**src/rtl/seg_pkg.sv**
```systemverilog
// Shared definitions for the segment pattern sequencer: mode encodings,
// one-hot segment constants and per-mode pattern lengths.
package seg_pkg;

    localparam int unsigned SEG_W  = 7;
    localparam int unsigned STEP_W = 3;
    localparam int unsigned LEN_W  = 4;

    typedef enum logic [1:0] {
        MODE_FIG8  = 2'd0,
        MODE_RING  = 2'd1,
        MODE_BLINK = 2'd2,
        MODE_OFF   = 2'd3
    } mode_e;

    localparam logic [SEG_W-1:0] SEG_A    = 7'h01;
    localparam logic [SEG_W-1:0] SEG_B    = 7'h02;
    localparam logic [SEG_W-1:0] SEG_C    = 7'h04;
    localparam logic [SEG_W-1:0] SEG_D    = 7'h08;
    localparam logic [SEG_W-1:0] SEG_E    = 7'h10;
    localparam logic [SEG_W-1:0] SEG_F    = 7'h20;
    localparam logic [SEG_W-1:0] SEG_G    = 7'h40;
    localparam logic [SEG_W-1:0] SEG_ALL  = 7'h7F;
    localparam logic [SEG_W-1:0] SEG_NONE = 7'h00;

    localparam logic [LEN_W-1:0] LEN_FIG8  = 4'd8;
    localparam logic [LEN_W-1:0] LEN_RING  = 4'd6;
    localparam logic [LEN_W-1:0] LEN_BLINK = 4'd2;
    localparam logic [LEN_W-1:0] LEN_OFF   = 4'd1;

endpackage

```
**src/rtl/seg_pattern_rom.sv**
```systemverilog
// Combinational pattern lookup: segment drive and pattern length for (mode, step).
module seg_pattern_rom
    import seg_pkg::*;
(
    input  mode_e                   mode_i,
    input  logic [STEP_W-1:0]       step_i,
    output logic [SEG_W-1:0]        segment_o,
    output logic [LEN_W-1:0]        len_o
);

    always_comb begin
        segment_o = SEG_NONE;
        len_o     = LEN_OFF;
        case (mode_i)
            MODE_FIG8: begin
                len_o = LEN_FIG8;
                case (step_i)
                    3'd0:    segment_o = SEG_F;
                    3'd1:    segment_o = SEG_G;
                    3'd2:    segment_o = SEG_C;
                    3'd3:    segment_o = SEG_D;
                    3'd4:    segment_o = SEG_E;
                    3'd5:    segment_o = SEG_G;
                    3'd6:    segment_o = SEG_B;
                    default: segment_o = SEG_A;
                endcase
            end
            MODE_RING: begin
                len_o = LEN_RING;
                case (step_i)
                    3'd0:    segment_o = SEG_A;
                    3'd1:    segment_o = SEG_B;
                    3'd2:    segment_o = SEG_C;
                    3'd3:    segment_o = SEG_D;
                    3'd4:    segment_o = SEG_E;
                    3'd5:    segment_o = SEG_F;
                    default: segment_o = SEG_NONE;
                endcase
            end
            MODE_BLINK: begin
                len_o     = LEN_BLINK;
                segment_o = (step_i == '0) ? SEG_ALL : SEG_NONE;
            end
            default: begin
                len_o     = LEN_OFF;
                segment_o = SEG_NONE;
            end
        endcase
    end

endmodule

```
**src/rtl/seg_pattern_seq.sv**
```systemverilog
// Seven-segment pattern sequencer: prescaled step counter walking a per-mode
// pattern table forward or backward, with registered segment drive and wrap pulse.
module seg_pattern_seq
    import seg_pkg::*;
#(
    parameter int unsigned DIV_W = 24
) (
    input  logic               i_clk,
    input  logic               i_rst,
    input  logic               i_en,
    input  logic [1:0]         i_mode,
    input  logic               i_reverse,
    input  logic [DIV_W-1:0]   i_div,
    output logic [SEG_W-1:0]   o_segment,
    output logic [STEP_W-1:0]  o_step,
    output logic               o_wrap
);

    logic [DIV_W-1:0]  presc_q, presc_d;
    logic [STEP_W-1:0] step_q,  step_d;
    mode_e             mode_q,  mode_d;
    logic [SEG_W-1:0]  seg_q;
    logic              wrap_q,  wrap_d;

    logic [SEG_W-1:0]  rom_seg;
    logic [LEN_W-1:0]  rom_len;
    logic [STEP_W-1:0] last_step;

    seg_pattern_rom u_rom (
        .mode_i    (mode_q),
        .step_i    (step_q),
        .segment_o (rom_seg),
        .len_o     (rom_len)
    );

    assign last_step = STEP_W'(rom_len - LEN_W'(1));

    // A mode change restarts the pattern and wins over any tick in the same clock.
    always_comb begin
        mode_d  = mode_e'(i_mode);
        presc_d = presc_q;
        step_d  = step_q;
        wrap_d  = 1'b0;
        if (mode_d != mode_q) begin
            presc_d = '0;
            step_d  = '0;
        end else if (i_en && (mode_q != MODE_OFF)) begin
            if (presc_q >= i_div) begin
                presc_d = '0;
                if (i_reverse) begin
                    step_d = (step_q == '0) ? last_step : step_q - STEP_W'(1);
                    wrap_d = (step_q == '0);
                end else begin
                    step_d = (step_q == last_step) ? '0 : step_q + STEP_W'(1);
                    wrap_d = (step_q == last_step);
                end
            end else begin
                presc_d = presc_q + DIV_W'(1);
            end
        end
    end

    always_ff @(posedge i_clk or posedge i_rst) begin
        if (i_rst) begin
            presc_q <= '0;
            step_q  <= '0;
            mode_q  <= MODE_FIG8;
            seg_q   <= '0;
            wrap_q  <= 1'b0;
        end else begin
            presc_q <= presc_d;
            step_q  <= step_d;
            mode_q  <= mode_d;
            seg_q   <= rom_seg;
            wrap_q  <= wrap_d;
        end
    end

    assign o_segment = seg_q;
    assign o_step    = step_q;
    assign o_wrap    = wrap_q;

endmodule

```
**config.mk**
```make
export PLATFORM = sky130hd
export DESIGN_NAME = seg_pattern_seq
export DESIGN_NICKNAME = d
export VERILOG_FILES = /design/src/rtl/seg_pkg.sv /design/src/rtl/seg_pattern_rom.sv /design/src/rtl/seg_pattern_seq.sv
export SDC_FILE = /design/constraint.sdc
export NUM_CORES = 1
export LEC_CHECK = 0
export CAP_MARGIN = 5
export CORE_MARGIN = 2
export CORE_UTILIZATION = 45
export DETAILED_ROUTE_END_ITERATION = 12
export DONT_BUFFER_PORTS = 1
export PLACE_DENSITY_LB_ADDON = 0.12
export SYNTH_ARGS = -nofsm -noshare
export SYNTH_HDL_FRONTEND = slang
export SYNTH_SLANG_ARGS = --single-unit
```
**constraint.sdc**
```tcl
create_clock -name i_clk -period 4.2 [get_ports i_clk]
set_input_delay 1.05 -clock i_clk [delete_from_list [all_inputs] [get_ports i_clk]]
set_output_delay 1.05 -clock i_clk [all_outputs]
set_load 0.005 [all_outputs]
```
==> results.yml, run 1 <==
status:
  status: "finished, final reports clean"
placed_design:
  gp_congestion: 0.7934
  hpwl_mm: 3.945
  dpl_cell_area_um2: 2733
  port-buffer-count: 0
power_and_ir_drop:
  leakage_nw: 1.378
  p_clk_share_pct: 39.3
  power_density_nw_per_um2: 248.6
  comb_power_share_pct: 8.5
  total_power_mw: 0.7045
  power_switching_mw: 0.1747
  p_int_mw: 0.5298
  switching_share_pct: 24.80
  power_frac_seq_pct: 52.2
  peakVddDrop_uv: 144.0
worst_setup_path:
  critPathArrivalTime_ps: 3030
  cp-start-kind: "primary input"
  cp_cell_sequence: "inv_1 -> ha_1 -> nand4_1 -> nor4_1 -> nand2_1 -> o21ai_2 -> o21a_1 -> nor2_1"
  cp.buffers_inverters: 1
  path_max_fanout: 20
  end_kind: "register"
  slowest_delay_ps: 660
  crit_type: "primary input to register"
  cp_slowest_cell: "o21a_1"
  critical-path-top-delay-family: "compound AO/OA/AOI/OAI gates"
  required_ps: 4350
route:
  ant_nets: 0
  drc: 0
  num_vias: 2041
  routed_wl_mm: 5.262
  firstDrtPassIters: 4
  wl_per_cell_um: 13.67
  routed_via_density: 5.301
  drtIter0Drc: 46
grt:
  grt_pass1_vias: 1989
  track_usage_pct: 17.71
  grt_overflow: 0
  grt_max_degree: 38
  grt_pass1_wl_mm: 9.059
  antenna_found_initial: 0
timing:
  hold_slack_ps: 543.1
  relSlewSlack_pct: 51.61
  worstMarginPinSlew_ps: 725.9
  rsz0062_at_grt: "false"
  finalClockSkew_ps: 6.345
  clock.fmax_ghz: 0.3469
  min_period_over_period_pct: 68.64
  fin_tns_setup_ps: 0
  hold_viol: 0
  fin_crit_ps: 2883
  slew_violations: 0
  setup_viol: 0
floorplanning:
  fp.dieH_um: 80.96
  start_util_pct: 45.83
  die_w_um: 80.96
  die_area_um2: 6554
  core_um2: 5816
  num_io_pins: 41
  std_cell_rows: 28
synthesis:
  synth_area_um2: 2665
  synth.avg_cell_area_um2: 8.681
  yosysWarnings: 0
  syn_inst: 307
  ys_seq_elements: 37
  synth_nets: 369
  ys_dominant_reg_cell: "dfrtp_1"
  synth_edf_count: 0
  async_reset_ff_share_pct: 100.0
  yosysUniqueCellTypes: 47
  ys_seq_area_share_pct: 34.74
cts:
  path_clk_slew_ps: 70
  root_buffer: "clkbuf_8"
  cts_tree: "yes"
  cts_hold_buf: 0
  cts_buffer_depth: 2
  post_cts_buffers: 0
  cts_resized: 0
  cts_sinks: 37
  cts.htree.levels: 2
  cts-buffers-inserted: 5
  clkLatencyLatePin_ps: 290
finish:
  insertedDiodeCount: 0
  finish.utilization_pct: 48.73
  final_common_cell: "nor2_1"
  final_cell_mix: "38 x nor2_1, 37 x dfrtp_1, 32 x ha_1, 31 x inv_1, 30 x nand2_1"
  final_nets: 371
  final_area_um2: 2834
  area.growth.synth_to_final_pct: 6.338
  layout-drive-gt1-share_pct: 6.129
run:
  drv_cap: 0
worst_hold_path:
  hp-class: "register to register"
## synthesized netlist by cell type, drive strengths merged (2+ instances only)
cell type,count,share of area (%)
nor2b,7,1.6
or2,2,0.47
mux2i,2,0.75
o21ai,11,2.2
xnor2,13,4.6
dfrtp,37,35
o31ai,3,0.85
nor4,3,0.70
a32o,3,1.1
nand3,12,2.3
nor2,38,5.4
and3,7,1.8
a21oi,19,3.6
nor3,6,1.1
nand4,9,2.3
or3,3,0.89
and2,4,0.94
buf,4,0.99
ha,32,15
a21o,3,0.85
clkbuf,2,0.28
nand2b,3,0.70
nand2,30,4.2
inv,31,4.4
xor2,9,3.0
## power groups by stage
stage,logic [mW],clock network (mW),registers (mW)
floorplan,0.0512,0,0.371
global placement,0.0596,0,0.375
detailed placement,0.0612,0,0.375
CTS,0.0617,0.288,0.367
global route,0.0703,0.303,0.369
finish,0.0602,0.277,0.367
## path summary, 6_finish.rpt
path,depth (start not counted),endpoint,start,slack (ps)
setup reg to reg,7,presc_q[17],presc_q[21],1650
max in group asynchronous,2,presc_q[1],i_rst,3110
min in group asynchronous,2,o_segment[3],i_rst,760
setup / recovery,8,presc_q[17],i_div[23],1320
hold reg to reg,1,presc_q[0],presc_q[0],540
hold / removal,1,presc_q[0],presc_q[0],540
## sequential cells by signal, summed over array words and instances, names as in the netlist
name       flops
o_wrap         1
o_step         3
mode_q         2
o_segment      7
presc_q       24
## kinds of logic (layout without fill, tap and decap cells)
kind of cell | after synthesis | in the layout | share of synthesized area [%]
XOR/XNOR | 22 | 22 | 7.512
multiplexers | 2 | 2 | 0.7512
AO/OA/AOI/OAI | 49 | 49 | 12.54
AND/OR/NAND/NOR | 128 | 128 | 23.80
adder cells (fa/ha/maj) | 32 | 32 | 15.02
buffers and inverters | 37 | 40 | 5.634
flip-flops | 37 | 37 | 34.74
## per-layer routing
metal | track usage (%) | share of wire, %
met1 | 23.34 | 49
met2 | 29.50 | 46
met3 | 3.778 | 3.6
met4 | 4.746 | 1.1
met5 | 0 | 0
## metrics by stage
stage	std cells	setup slack, ps
2_1_floorplan	307	1501
3_3_place_gp	377	1039
3_5_place_dp	377	1000
4_1_cts	385	1309
5_1_grt	385	1099
6_report	385	1317
## area by class of cell
cell class	instances	area [um^2]
fill	608	2982
multi-input combinational	233	1589
sequential	37	925.9
inverter	31	116.4
clock buffer	7	96.34
tap	75	93.84
timing repair buffer	1	7.507
clock inverter	1	5.005
## worst reg2reg max path: cells and delay by family (launching register included)
| family | cells | cell delay, ps |
|---|---|---|
| AND/OR/NAND/NOR | 4 | 740 |
| flip-flops | 1 | 440 |
| AO/OA/AOI/OAI | 2 | 920 |
| adder cells (fa/ha/maj) | 1 | 330 |
Power figures use the tool's default switching activity.
==> run 2: changes to the inputs <==
- clock period: 4.2 -> 2.93 ns (I/O delays scaled with it)
==> run 2 against run 1 <==
  * Global-route usage is essentially flat
  * Total power grew 36%
  * Clock power grew 25%
  * Utilization shrank 0.19 points
  * Final area shrank 0.40%
  * Sequential power grew 44%
  * Clock skew shrank 1.9 ps
  * First-iteration DRC count grew 65%
  * Largest cell class unchanged
  * Critical path type unchanged
  * Sequential share of layout area grew 0.13 points
  * Critical endpoint is now presc_q[18]
  * Non-clock buffer count grew 1
  * Wire length shrank 2.0%
==> results.yml, run 2 (synthesis gave the netlist of run 1 again) <==
timing:
  relSlewSlack_pct: 68.76
  slew_violations: 0
  min_period_over_period_pct: 79.69
  rsz0062_at_grt: "false"
  setup_slack_ps: 595.2
  finalClockSkew_ps: 4.442
  worstMarginPinSlew_ps: 468.6
  clock.fmax_ghz: 0.4283
  fin_tns_setup_ps: 0
  setup_viol: 0
  fin_crit_ps: 2335
  hold_viol: 0
grt:
  grt_max_degree: 38
  grt_pass1_vias: 1916
  antenna_found_initial: 0
  grt_pass1_wl_mm: 8.976
  track_usage_pct: 17.68
  grt_overflow: 0
placed_design:
  place_ws_ps: 254.8
  gp_congestion: 0.7938
  port-buffer-count: 0
  hpwl_mm: 3.959
floorplanning:
  die_w_um: 80.96
  die_area_um2: 6554
  core_um2: 5816
  fp.dieH_um: 80.96
  start_util_pct: 45.83
  std_cell_rows: 28
  num_io_pins: 41
finish:
  regArea_um2: 925.9
  insertedDiodeCount: 0
  final_nets: 372
  multi_input_comb_area_um2: 1589
  nFillCells: 596
  layout-drive-gt1-share_pct: 6.109
  largest_register_ffs: 24
  regMostFlops: "presc_q"
  area.growth.synth_to_final_pct: 5.916
  final_common_cell: "nor2_1"
  final_cell_mix: "38 x nor2_1, 37 x dfrtp_1, 32 x ha_1, 31 x inv_1, 30 x nand2_1"
route:
  firstDrtPassIters: 4
  num_vias: 2021
  drtIter0Drc: 76
  wl_per_cell_um: 13.35
  ant_nets: 0
  routed_via_density: 5.236
  routed_wl_mm: 5.155
  drc: 0
cts:
  cts_tree: "yes"
  post_cts_buffers: 0
  cts_resized: 0
  cts_sinks: 37
  path_clk_slew_ps: 70
  cts_buffer_depth: 2
  cts.htree.levels: 2
  cts-buffers-inserted: 5
  clkLatencyLatePin_ps: 290
  root_buffer: "clkbuf_8"
  cts_hold_buf: 0
worst_setup_path:
  required_ps: 3100
  critPathArrivalTime_ps: 2500
  cp_cell_sequence: "inv_1 -> ha_1 -> nand4_1 -> nor4_1 -> nand2_1 -> o21ai_2 -> o21a_1 -> buf_4 -> nor2_1"
  cp_slowest_cell: "nor4_1"
  cp-start-kind: "primary input"
  slowest_delay_ps: 410
  path_max_fanout: 20
  crit_type: "primary input to register"
  end_kind: "register"
power_and_ir_drop:
  peakVddDrop_uv: 228.0
  power_density_nw_per_um2: 340.1
  leakage_nw: 1.374
status:
  status: "finished, final reports clean"
run:
  drv_cap: 0
worst_hold_path:
  hp-class: "primary input to async pin"
run 2: cell count changes in the layout (fill, tap and decap cells not counted):
cell / previous run / this run
buf_4: 1 / 2
clkbuf_1: 0 / 1
clkbuf_8: 7 / 5
clkinv_2: 1 / 2
run 2: through the flow:
step | instance area (um^2) | instances | hold slack, ps | total power, mW | utilization (%)
finish | 2823 | 386 | 429.5 | 0.9599 | 48.54
global route | 2823 | 386 | 454.7 | 1.016 | 48.54
CTS | 2823 | 386 | 451.2 | 0.9748 | 48.54
detailed placement | 2740 | 378 | 536.3 | 0.6268 | 47.12
global placement | 2740 | 378 | 531.1 | 0.6256 | 47.12
floorplan | 2665 | 307 | 493.3 | 0.6053 | -
run 2: area by class of cell:
type	instances	area share, %
clock buffer	6	2.571
clock inverter	2	0.3546
inverter	31	4.122
multi-input combinational	233	56.29
sequential	37	32.80
tap	75	3.324
timing repair buffer	2	0.5319
run 2: worst paths after layout:
kind / end / start / slack, ps / cells after the start
max: presc_q[18] / i_div[23] / 600 / 9
min: o_segment[6] / i_rst / 430 / 2
max reg2reg: presc_q[18] / presc_q[21] / 610 / 8
min reg2reg: presc_q[0] / presc_q[0] / 550 / 1
max in group asynchronous: presc_q[17] / i_rst / 2160 / 2
min in group i_clk: mode_q[0] / i_mode[0] / 470 / 0
run 2: routing by layer:
metal	share of wire (%)	wire length [um]	vias to the layer above	global-route usage, %
met1	51	2634	924	24.84
met2	45	2294	37	27.85
met4	1.2	60	0	5.593
met5	0	0	-	0
met3	3.2	165	5	2.889
li1	-	-	1055	-
run 2: power by group:
part / switching (mW) / internal (mW) / total, mW
clock: 0.180 / 0.165 / 0.345
sequential: 0.00925 / 0.518 / 0.527
combinational: 0.0567 / 0.0308 / 0.0875
total: 0.246 / 0.714 / 0.960
run 2: worst max-delay path, delay by kind of cell:
| family | cells | cell delay, ps |
|---|---|---|
| AO/OA/AOI/OAI | 2 | 440 |
| adder cells (fa/ha/maj) | 1 | 300 |
| AND/OR/NAND/NOR | 4 | 770 |
| buffers and inverters | 2 | 260 |
